===== config.mk =====
export PLATFORM = sky130hd
export DESIGN_NAME = cnt_seg7_scan
export DESIGN_NICKNAME = d
export VERILOG_FILES = /design/src/rtl/cnt_seg7_pkg.sv /design/src/rtl/seg7_decode.sv /design/src/rtl/cnt_seg7_scan.sv
export SDC_FILE = /design/constraint.sdc
export NUM_CORES = 1
export LEC_CHECK = 0
export ABC_CLOCK_PERIOD_IN_PS = 3000
export CAP_MARGIN = 0
export CORE_UTILIZATION = 52
export CTS_CLUSTER_DIAMETER = 80
export DETAILED_ROUTE_END_ITERATION = 10
export PLACE_DENSITY = 0.79
export REMOVE_ABC_BUFFERS = 1
export SLEW_MARGIN = 5
export SYNTH_ARGS = -nofsm -noshare
export SYNTH_HDL_FRONTEND = slang
export SYNTH_SLANG_ARGS = --single-unit

===== constraint.sdc =====
create_clock -name clk -period 3 [get_ports clk]
set_input_delay 0.45 -clock clk [delete_from_list [all_inputs] [get_ports clk]]
set_output_delay 0.45 -clock clk [all_outputs]
set_load 0.02 [all_outputs]

===== src/rtl/cnt_seg7_pkg.sv =====
// Shared types and constants for the two-digit seven-segment scan display.
// Segment patterns are active-low, ordered gfedcba.
package cnt_seg7_pkg;

    typedef enum logic [1:0] {
        BLANK0,
        DIG0,
        BLANK1,
        DIG1
    } scan_state_t;

    localparam logic [6:0] SEG_0 = 7'b1000000;
    localparam logic [6:0] SEG_1 = 7'b1111001;
    localparam logic [6:0] SEG_2 = 7'b0100100;
    localparam logic [6:0] SEG_3 = 7'b0110000;
    localparam logic [6:0] SEG_4 = 7'b0011001;
    localparam logic [6:0] SEG_5 = 7'b0010010;
    localparam logic [6:0] SEG_6 = 7'b0000010;
    localparam logic [6:0] SEG_7 = 7'b1111000;
    localparam logic [6:0] SEG_8 = 7'b0000000;
    localparam logic [6:0] SEG_9 = 7'b0010000;

    localparam logic [6:0] SEG_OFF = 7'b1111111;
    localparam logic [3:0] AN_OFF  = 4'b1111;

endpackage


===== src/rtl/seg7_decode.sv =====
// Combinational BCD digit to active-low seven-segment pattern decoder.
// Non-decimal codes produce a dark digit.
module seg7_decode
    import cnt_seg7_pkg::*;
(
    input  logic [3:0] digit,
    output logic [6:0] pattern
);

    always_comb begin
        pattern = SEG_OFF;
        case (digit)
            4'd0:    pattern = SEG_0;
            4'd1:    pattern = SEG_1;
            4'd2:    pattern = SEG_2;
            4'd3:    pattern = SEG_3;
            4'd4:    pattern = SEG_4;
            4'd5:    pattern = SEG_5;
            4'd6:    pattern = SEG_6;
            4'd7:    pattern = SEG_7;
            4'd8:    pattern = SEG_8;
            4'd9:    pattern = SEG_9;
            default: pattern = SEG_OFF;
        endcase
    end

endmodule


===== src/rtl/cnt_seg7_scan.sv =====
// Samples a slow 4-bit counter, accepts stable values and scans them onto a
// 2-digit common-anode display. Define CNT_SEG7_LZ_BLANK_EN to darken a zero tens digit.
module cnt_seg7_scan
    import cnt_seg7_pkg::*;
#(
    parameter int DIGIT_CYCLES = 50000,
    parameter int BLANK_CYCLES = 500
) (
    input  logic       clk,
    input  logic       re,
    input  logic [3:0] cnt_in,
    output logic [6:0] seg,
    output logic       dp,
    output logic [3:0] an,
    output logic [3:0] val,
    output logic       upd
);

    localparam int MAX_LEN = (DIGIT_CYCLES > BLANK_CYCLES) ? DIGIT_CYCLES : BLANK_CYCLES;
    // Keep at least one bit so single-cycle phases still elaborate.
    localparam int PC_W = (MAX_LEN > 1) ? $clog2(MAX_LEN) : 1;
    localparam logic [PC_W-1:0] DIG_LAST   = PC_W'(DIGIT_CYCLES - 1);
    localparam logic [PC_W-1:0] BLANK_LAST = PC_W'(BLANK_CYCLES - 1);

    logic [3:0]      s1, s2, s3;
    scan_state_t     state;
    logic [PC_W-1:0] pc;
    logic            tens;
    logic [3:0]      ones;
    logic [6:0]      ones_seg, tens_seg;
    logic            phase_done;

    assign dp = 1'b1;

    assign tens = (val >= 4'd10);
    assign ones = tens ? (val - 4'd10) : val;

    seg7_decode u_ones_dec (
        .digit   (ones),
        .pattern (ones_seg)
    );

    seg7_decode u_tens_dec (
        .digit   ({3'b000, tens}),
        .pattern (tens_seg)
    );

    // A value is accepted only after it has been seen on two consecutive samples.
    always_ff @(posedge clk) begin
        if (re) begin
            s1  <= 4'd0;
            s2  <= 4'd0;
            s3  <= 4'd0;
            val <= 4'd0;
            upd <= 1'b0;
        end else begin
            s1 <= cnt_in;
            s2 <= s1;
            s3 <= s2;
            if (s2 == s3 && s2 != val) begin
                val <= s2;
                upd <= 1'b1;
            end else begin
                upd <= 1'b0;
            end
        end
    end

    assign phase_done = (state == BLANK0 || state == BLANK1) ? (pc == BLANK_LAST)
                                                             : (pc == DIG_LAST);

    always_ff @(posedge clk) begin
        if (re) begin
            state <= BLANK0;
            pc    <= '0;
            an    <= AN_OFF;
            seg   <= SEG_OFF;
        end else begin
            if (phase_done) begin
                pc <= '0;
                case (state)
                    BLANK0:  state <= DIG0;
                    DIG0:    state <= BLANK1;
                    BLANK1:  state <= DIG1;
                    default: state <= BLANK0;
                endcase
            end else begin
                pc <= pc + 1'b1;
            end

            case (state)
                DIG0: begin
                    an  <= 4'b1110;
                    seg <= ones_seg;
                end
                DIG1: begin
`ifdef CNT_SEG7_LZ_BLANK_EN
                    if (!tens) begin
                        an  <= AN_OFF;
                        seg <= SEG_OFF;
                    end else begin
                        an  <= 4'b1101;
                        seg <= tens_seg;
                    end
`else
                    an  <= 4'b1101;
                    seg <= tens_seg;
`endif
                end
                default: begin
                    an  <= AN_OFF;
                    seg <= SEG_OFF;
                end
            endcase
        end
    end

endmodule


After elaboration in Yosys (flattened, before gate mapping)
Memories as Yosys holds them, arrays and structs flattened.
Cells that the tools add are included.
{"block": "totals", "ff_bits": 46, "mem_bits_ro": 224, "input_bits": 6, "output_inout_bits": 17, "wordCells": 31, "memories": 2}
{"block": "op_classes", "addsub": 2, "magnitude_cmp": 1, "eq_ne": 7, "mux": 6, "reduce_logical": 4}
{"name": "(name not given)", "words": 16, "word_bits": 7, "read_ports": 1, "rd_ports_with_merged_regs": 0, "wr": 0, "line_no": "seg7_decode.sv:12", "source": "case (digit)"}
{"name": "(name not given)", "words": 16, "word_bits": 7, "read_ports": 1, "rd_ports_with_merged_regs": 0, "wr": 0, "line_no": "seg7_decode.sv:12"}
{"operator": "adder 16 x 1 -> 16 bit (second input constant)", "n": 1}
{"operator": "== test 16 bit (second input constant)", "n": 1}
{"operator": "== test 16 x 9 -> 1 bit (second input constant)", "n": 1}
{"operator": "case mux 7 bit (2 select lines)", "n": 1}
{"operator": "case mux 2 bit (3 select lines)", "n": 1}
{"operator": "== test 2 bit (second input constant)", "n": 2}
{"operator": "== test 4 bit", "n": 1}
{"operator": ">= comparator 4 bit (second input constant)", "n": 1}
{"operator": "two-way mux 4 bit", "n": 1}
{"operator": "inequality test 4 bit", "n": 1}
{"operator": "case mux 2 bit (2 select lines)", "n": 1}
{"operator": "subtractor 4 bit (second input constant)", "n": 1}
{"operator": "== test 2 x 1 -> 1 bit (second input constant)", "n": 1}
{"operator": "logical NOT 2 bit", "n": 1}
{"operator": "two-way mux 1 bit", "n": 2}
{"operator": "OR reduction 2 bit", "n": 1}
{"operator": "logical AND 1 bit", "n": 1}
{"operator": "logical OR 1 bit", "n": 1}

Longest topological paths before layout
Gate-level depths: netlist of run 1.
{"block": "depth", "depth_word": 4, "ltp_mapped": 8, "mapped_depth_nobuf": 7}

By module
From an unflattened synthesis of run 1, not the netlist that was laid out.
{"block": "hier_totals", "cells_unflattened": 251, "area_unflattened_um2": 2278.4}
{"module": "cnt_seg7_scan", "n_inst": 1, "cells_each": 187, "area_each_um2": 1868.0, "seq_area_each_um2": 880.8}
{"module": "seg7_decode at u_ones_dec", "n_inst": 1, "cells_each": 33, "area_each_um2": 210.2, "seq_area_each_um2": 0.0}
{"module": "seg7_decode at u_tens_dec", "n_inst": 1, "cells_each": 31, "area_each_um2": 200.2, "seq_area_each_um2": 0.0}

Least setup slack after synthesis of run 1
OpenSTA, ideal clock, no wires.
{"block": "synth_timing", "kind": "register to register", "from": "register val[2]", "to": "register seg[1]", "setup_ps": 74, "t_arrival_ps": 1922, "required_ps": 2926, "slack_ps": 1004, "stages_incl_launch_ff": 8, "path_buffers": 2, "synth_period_minus_slack_ps": 1996, "cell_sequence": "dfxtp_1 -> clkbuf_1 -> inv_1 -> ha_1 -> clkbuf_1 -> a2111oi_0 -> nor2_1 -> o21ai_0"}
{"block": "synth_via", "elab_chain_cells": 4, "word_cells_on_any_way": 6, "cone_classes": "add/sub: 1; order compare: 1; mux: 2; memory: 2"}
{"item": "start, declared", "line_no": "cnt_seg7_scan.sv:15", "source": "output logic [3:0] val,"}
{"item": "start signal, assigned", "line_no": "cnt_seg7_scan.sv:54", "source": "val <= 4'd0;"}
{"item": "start signal, assigned", "line_no": "cnt_seg7_scan.sv:61", "source": "val <= s2;"}
{"item": "subtractor 4 bit or >= comparator 4 bit (tied branches)", "line_no": "cnt_seg7_scan.sv:36, cnt_seg7_scan.sv:35"}
{"item": "two-way mux 4 bit", "line_no": "cnt_seg7_scan.sv:36", "source": "assign ones = tens ? (val - 4'd10) : val;"}
{"item": "memory read (16 x 7 bit)"}
{"item": "case mux 7 bit (2 select lines) *", "line_no": "cnt_seg7_scan.sv:91", "source": "case (state)"}
{"item": "end signal, assigned", "line_no": "cnt_seg7_scan.sv:94", "source": "seg <= ones_seg;"}
{"item": "end signal, assigned", "line_no": "cnt_seg7_scan.sv:107", "source": "seg <= tens_seg;"}
{"item": "end, declared", "line_no": "cnt_seg7_scan.sv:12", "source": "output logic [6:0] seg,"}
Every way passes the cells marked *; elsewhere a longest branch is shown, timed or not.
A chain may end at the register's enable or synchronous reset.

Worst setup path after layout of run 1
{"block": "layout_timing", "from": "register val[1]", "to": "register seg[6]"}
Same word-level chain as after synthesis.

==> qor.yml, run 1 <==
routing:
  ant_nets: 0
  vias: 1705
  routed_wl_um: 3837
  wl_per_cell_um: 12.50
  drt-initial-drc-count: 67
  vias_per_cell: 5.554
  drc: 0
  dr.pass1.iters: 4
timing:
  worst_slack_ns: 0.6932
  finalSetupViolCount: 0
  skew_ns: 0.003824
  max_slew_margin_pct: 57.21
  drv_slew: 0
  worst_pin_slew_ns: 0.6359
  hold_ws_ns: 0.4417
  period_share_pct: 76.89
  finalHoldViolCount: 0
  max_freq_mhz: 433.5
  rsz0062_at_grt: "false"
  finalSetupTns_ns: 0
  layout_min_cycle_time_ns: 2.307
finish:
  fin_nets: 273
  multi_input_area_um2: 1195
  register_area_um2: 880.8
  final_common_cell: "dfxtp_1"
  final_cells: 307
  mostFrequentLayoutCells: "dfxtp_1, o21ai_0, clkdlybuf4s50_1"
  diodes: 0
  drive_above_1_share_pct: 7.393
  fillerInstances: 364
  area_growth_pct: 14.10
clock_tree:
  ctsResizeCount: 0
  cts.clk_slew.worst_paths_ns: 0.08
  cts.path.max_buffers: 2
  clk_latency_ns: 0.30
  cts-htree-levels: 2
  cts_root_buf: "clkbuf_8"
  clock_sinks: 44
  cts_tree: "yes"
  cts_setup_buffers: 0
  ctsHoldBuffers: 0
  cts_buffers: 5
setup_path:
  crit_slowest_cell: "dfxtp_1"
  crit_type: "flop to flop"
  critPathRequiredTime_ns: 3.18
  arrival_ns: 2.49
  start_kind: "flop"
  critPathMaxStageDelay_ns: 0.62
  critPathCaptureType: "flop"
  worstReg2RegStart: "val[1]"
  path_cells: "inv_1 > ha_1 > nand2_1 > o2bb2ai_1 > a2111oi_0 > nand3_1"
  crit_fanout: 16
  critPathLaunch: "val[1]"
placement:
  place.port_buffers: 19
  gp_congestion: 0.8909
  dpl_worst_slack_ns: 0.7360
  hpwl_um: 2626
  place_inst: 299
logic_synthesis:
  synth_async_sr_flop_share_pct: 0
  seq_area_frac_synth_pct: 40.51
  synthCells: 243
  synthFlopType: "dfxtp_1"
  ys_seq_elements: 44
  synth_edf_count: 0
  syn-cell-area_um2: 2175
  synth_cell_types: 47
  syn_area_per_cell_um2: 8.949
  yosys_warnings: 0
global_route:
  grt_use_total_pct: 19.79
  grt_pass1_vias: 1489
  grt_pass1_wl_um: 6589
  antenna_found_initial: 0
  grt_max_degree: 30
  overflow: 0
die:
  core_um2: 4000
  start_util_pct: 54.36
  die-area_um2: 4444
  pin_count: 23
  fp-row-count: 23
  die_h_um: 66.67
  die_w_um: 66.67
min_path:
  hold_path_startpoint: "s1[3]"
  hold_path_class: "flop to flop"
pwr:
  powerDensity_nw_per_um2: 460.1
  vdd_drop_max_v: 0.0003196
  power.leakage_uw: 0.0008786
job:
  maxCapViolCount: 0
outcome:
  status: "finished clean"
==> layer usage <==
metal | track usage (%) | part of all wire [%] | wire [µm] | up-vias
met4 | 8.777 | 2.0 | 77 | 0
met1 | 24.17 | 49 | 1886 | 777
met3 | 4.623 | 3.0 | 116 | 7
met5 | 0 | 0 | 0 | -
li1 | - | - | - | 890
met2 | 32.70 | 46 | 1756 | 31
==> worst max-delay path, delay by kind of cell, from the launching register on <==
kind | cells | cell delay, ns
adder cells (fa/ha/maj) | 1 | 0.54
flip-flops | 1 | 0.62
buffers and inverters | 1 | 0.16
AND/OR/NAND/NOR | 2 | 0.27
AO/OA/AOI/OAI | 2 | 0.60
==> cells by family (layout without fill, tap and decap cells) <==
logic type / count (synthesis) / in the layout / share of synthesized area [%]
AOI/OAI and AO/OA: 47 / 47 / 13.87
and+or+nand+nor: 94 / 94 / 25.60
muxes: 2 / 2 / 0.9781
xor gates and xnor gates: 19 / 19 / 7.652
DFF: 44 / 44 / 40.51
adders and majority gates: 11 / 11 / 6.329
buffers and inverters: 25 / 37 / 4.890
other: 1 / 3 / 0.1724
==> flip-flops by register name (all words and copies together) (netlist names) <==
register and flops:
pc 16, s3 4, val 4, an 2
s1 4, seg 7, s2 4, upd 1
state 2
==> synthesized netlist by cell type (2+ instances only) <==
cell type,instances,area [µm²]
dfxtp_1,44,880.8
o21ai_0,19,95.09
nor2b_1,13,81.33
nor3_1,13,65.06
clkbuf_1,12,45.04
ha_1,11,137.6
nand2_1,10,37.54
nand3_1,10,50.05
xnor2_1,10,87.58
inv_1,9,33.78
xor2_1,9,78.83
a21oi_1,8,40.04
nor2_1,7,26.28
nand2b_1,5,31.28
nand4_1,5,31.28
a211oi_1,4,30.03
a31oi_1,4,25.02
and3_1,4,25.02
nand3b_1,4,30.03
nor4_1,4,25.02
buf_4,3,22.52
nand4b_1,3,26.28
or3_1,3,18.77
or4_1,3,22.52
a2111oi_0,2,17.52
nor3b_1,2,15.01
o31ai_1,2,15.01
==> report_power, final <==
group | leakage [µW] | internal, µW | switching [µW]
Clock | 0.0000541 | 246 | 204
Sequential | 0.000358 | 596 | 14.1
Combinational | 0.000467 | 36.5 | 44.5
Total | 0.000879 | 879 | 263
==> metrics by stage <==
| stage | area, µm² | power, µW | utilization [%] |
|---|---|---|---|
| 2_1_floorplan | 2110 | 673.5 | - |
| 3_3_place_gp | 2370 | 703.1 | 59.24 |
| 3_5_place_dp | 2370 | 704.5 | 59.24 |
| 4_1_cts | 2481 | 1157 | 62.03 |
| 5_1_grt | 2481 | 1192 | 62.03 |
| 6_report | 2481 | 1142 | 62.03 |
==> worst paths after layout <==
path | endpoint | slack, ns | cells after the start
hold reg to reg | s2[3] | 0.44 | 1
setup reg to reg | seg[6] | 0.69 | 6
setup / recovery | seg[6] | 0.69 | 6
hold / removal | s2[3] | 0.44 | 1
==> layout make-up <==
cell class              count  share of cell area, %
multi-input cells         176                  48.16
flip-flops and latches     44                  35.50
repair buffers             20                  7.968
clock buffers               5                  2.774
well taps                  50                  2.521
clock inverters             3                  1.715
inverters                   9                  1.362
Power figures use the tool's default switching activity.
==> run 2, diff against run 1 <==
--- a/config.mk
+++ b/config.mk
@@ -5,7 +5,7 @@
 export SDC_FILE = /design/constraint.sdc
 export NUM_CORES = 1
 export LEC_CHECK = 0
-export ABC_CLOCK_PERIOD_IN_PS = 3000
+export ABC_CLOCK_PERIOD_IN_PS = 2300
 export CAP_MARGIN = 0
 export CORE_UTILIZATION = 52
 export CTS_CLUSTER_DIAMETER = 80
==> constraint.sdc (replaced) <==
create_clock -name clk -period 2.3 [get_ports clk]
set_input_delay 0.345 -clock clk [delete_from_list [all_inputs] [get_ports clk]]
set_output_delay 0.345 -clock clk [all_outputs]
set_load 0.02 [all_outputs]
==> run 2 against run 1 <==
Against the previous run: global-route usage fell by 0.22 points; critical path type unchanged; flip-flop and latch count stayed put; cell area grew 3.1%; worst hold slack improved by 0.0016 ns; total power is 50% higher; utilization rose by 1.9 points; combinational power is 41% higher; largest power group is now the clock network.
==> qor.yml, run 2 (synthesized netlist as in run 1, its figures left out) <==
setup_path:
  crit_type: "flop to flop"
  critPathRequiredTime_ns: 2.53  # -0.65 ns
  reg2reg_depth: 6  # unchanged
  crit_slowest_cell: "dfxtp_1"
  critPathCaptureType: "flop"
  arrival_ns: 2.17  # -0.32 ns
  r2r_slack_ns: 0.37  # -0.33 ns
  crit_fanout: 13  # -3
  rr_endpoint: "seg[1]"
  crit_family: "compound AO/OA/AOI/OAI gates"
  start_kind: "flop"
  worstReg2RegStart: "val[2]"
  path_buf_inv: 2  # +1
  critPathMaxStageDelay_ns: 0.56  # -0.06 ns
  path_cells: "inv_1 > ha_1 > buf_4 > a2111oi_0 > nor2_1 > o21ai_0"
finish:
  drive_above_1_share_pct: 8.812  # +1.4 points
  diodes: 0  # unchanged
  multi_input_area_um2: 1195  # unchanged
  top_regs: "pc: 16 flops, seg: 7 flops"
  largest_register_ffs: 16  # unchanged
  final_area_um2: 2559  # +3.1%
  fillerInstances: 353  # -3.0%
  register_area_um2: 880.8  # unchanged
  area_growth_pct: 17.66
  final_common_cell: "dfxtp_1"
  mostFrequentLayoutCells: "dfxtp_1, o21ai_0, clkdlybuf4s50_1"
  fin_nets: 277  # +1.5%
  largest_register: "pc"
global_route:
  overflow: 0  # unchanged
  grt_pass1_vias: 1501  # +0.81%
  antenna_found_initial: 0  # unchanged
  grt_pass1_wl_um: 6575  # -0.21%
  grt_use_total_pct: 19.58  # -0.22 points
  grt_max_degree: 40  # +33%
timing:
  finalSetupTns_ns: 0  # unchanged
  max_freq_mhz: 517.1  # +19%
  layout_min_cycle_time_ns: 1.934  # -0.3728 ns
  finalSetupViolCount: 0  # unchanged
  worst_pin_slew_ns: 0.6575  # +0.02156 ns
  max_slew_margin_pct: 55.76  # -1.5 points
  period_share_pct: 84.09  # +7.2 points
  rsz0062_at_grt: "false"
  drv_slew: 0  # unchanged
  finalHoldViolCount: 0  # unchanged
  skew_ns: 0.004638  # +0.0008140 ns
routing:
  wl_per_cell_um: 12.67  # +1.4%
  ant_nets: 0  # unchanged
  drc: 0  # unchanged
  vias_per_cell: 5.585  # +0.57%
  routed_wl_um: 3941  # +2.7%
  dr.pass1.iters: 5  # +1
  vias: 1737  # +1.9%
  drt-initial-drc-count: 126  # +88%
clock_tree:
  cts_root_buf: "clkbuf_8"
  cts_setup_buffers: 0  # unchanged
  cts.path.max_buffers: 2  # unchanged
  cts_tree: "yes"
  clk_latency_ns: 0.30  # about the same
  cts_buffers: 5  # unchanged
  clock_sinks: 44  # unchanged
  cts.clk_slew.worst_paths_ns: 0.09  # about the same
  cts-htree-levels: 2  # unchanged
  ctsHoldBuffers: 0  # unchanged
  ctsResizeCount: 0  # unchanged
placement:
  place.port_buffers: 19  # unchanged
  gp_congestion: 0.9204  # +3.3%
  hpwl_um: 2757  # +5.0%
  place_area_um2: 2400  # +1.3%
die:
  fp-row-count: 23  # unchanged
  start_util_pct: 54.36  # unchanged
  pin_count: 23  # unchanged
  die_w_um: 66.67  # unchanged
  die-area_um2: 4444  # unchanged
  core_um2: 4000  # unchanged
  die_h_um: 66.67  # unchanged
min_path:
  hold_path_startpoint: "s1[0]"
  hold_end: "s2[0]"
  hold_path_class: "flop to flop"
  hold_depth: 1  # unchanged
pwr:
  power.leakage_uw: 0.0009245  # +5.2%
  vdd_drop_max_v: 0.0004156  # +30%
  powerDensity_nw_per_um2: 670.8  # +46%
outcome:
  status: "finished clean"
job:
  maxCapViolCount: 0  # unchanged
-- run 2: changes by cell type in the layout (fill, tap and decap cells not counted) --
cell        delta
clkinv_2       -1
clkinvlp_4     -1
buf_4          +4
bufinv_16      +2
-- run 2: metrics by stage --
| step | setup slack, ns | utilization [%] | total power (µW) | hold WS [ns] | cells |
|---|---|---|---|---|---|
| global route | 0.1531 | 63.97 | 1773 | 0.4634 | 311 |
| global placement | 0.4111 | 59.99 | 920.4 | 0.4142 | 303 |
| floorplan | 0.2079 | - | 878.5 | 0.4138 | 229 |
| CTS | 0.3699 | 63.97 | 1734 | 0.4498 | 311 |
| detailed placement | 0.3818 | 59.99 | 923.8 | 0.4272 | 303 |
| finish | 0.3660 | 63.97 | 1716 | 0.4433 | 311 |
-- run 2: worst register-to-register path, delay by kind of cell, from the launching register on --
family	cells	cell delay [ns]
buffers and inverters	2	0.30
AOI/OAI and AO/OA	2	0.59
and+or+nand+nor	1	0.10
DFF	1	0.56
adders and majority gates	1	0.31
-- run 2: how the worst max path moves through the flow --
stage,to,startpoint,cells past startpoint
floorplan,seg[6],val[1],6
global placement,seg[3],val[1],7
detailed placement,seg[3],val[1],7
CTS,seg[3],val[1],7
global route,seg[1],val[2],6
finish,seg[1],val[2],6
-- run 2: power breakdown --
group	switching, µW	internal (µW)	total (µW)
Clock	267	543	810
Combinational	63.7	49.9	114
Sequential	15.4	777	793
Total	346	1370	1720
-- run 2: area by class of cell --
type	count	share of cell area, %
tap	50	2.445
inverter	9	1.320
timing repair buffer	24	8.900
clock inverter	3	3.521
clock buffer	5	2.689
sequential	44	34.43
multi-input combinational	176	46.70
-- run 2: routing by layer --
layer | vias up | global-route usage (%) | wire length [µm]
li1 | 891 | - | -
met1 | 795 | 24.29 | 1900
met2 | 43 | 30.43 | 1809
met3 | 8 | 5.308 | 137
met4 | 0 | 10.64 | 93
met5 | - | 0 | 0
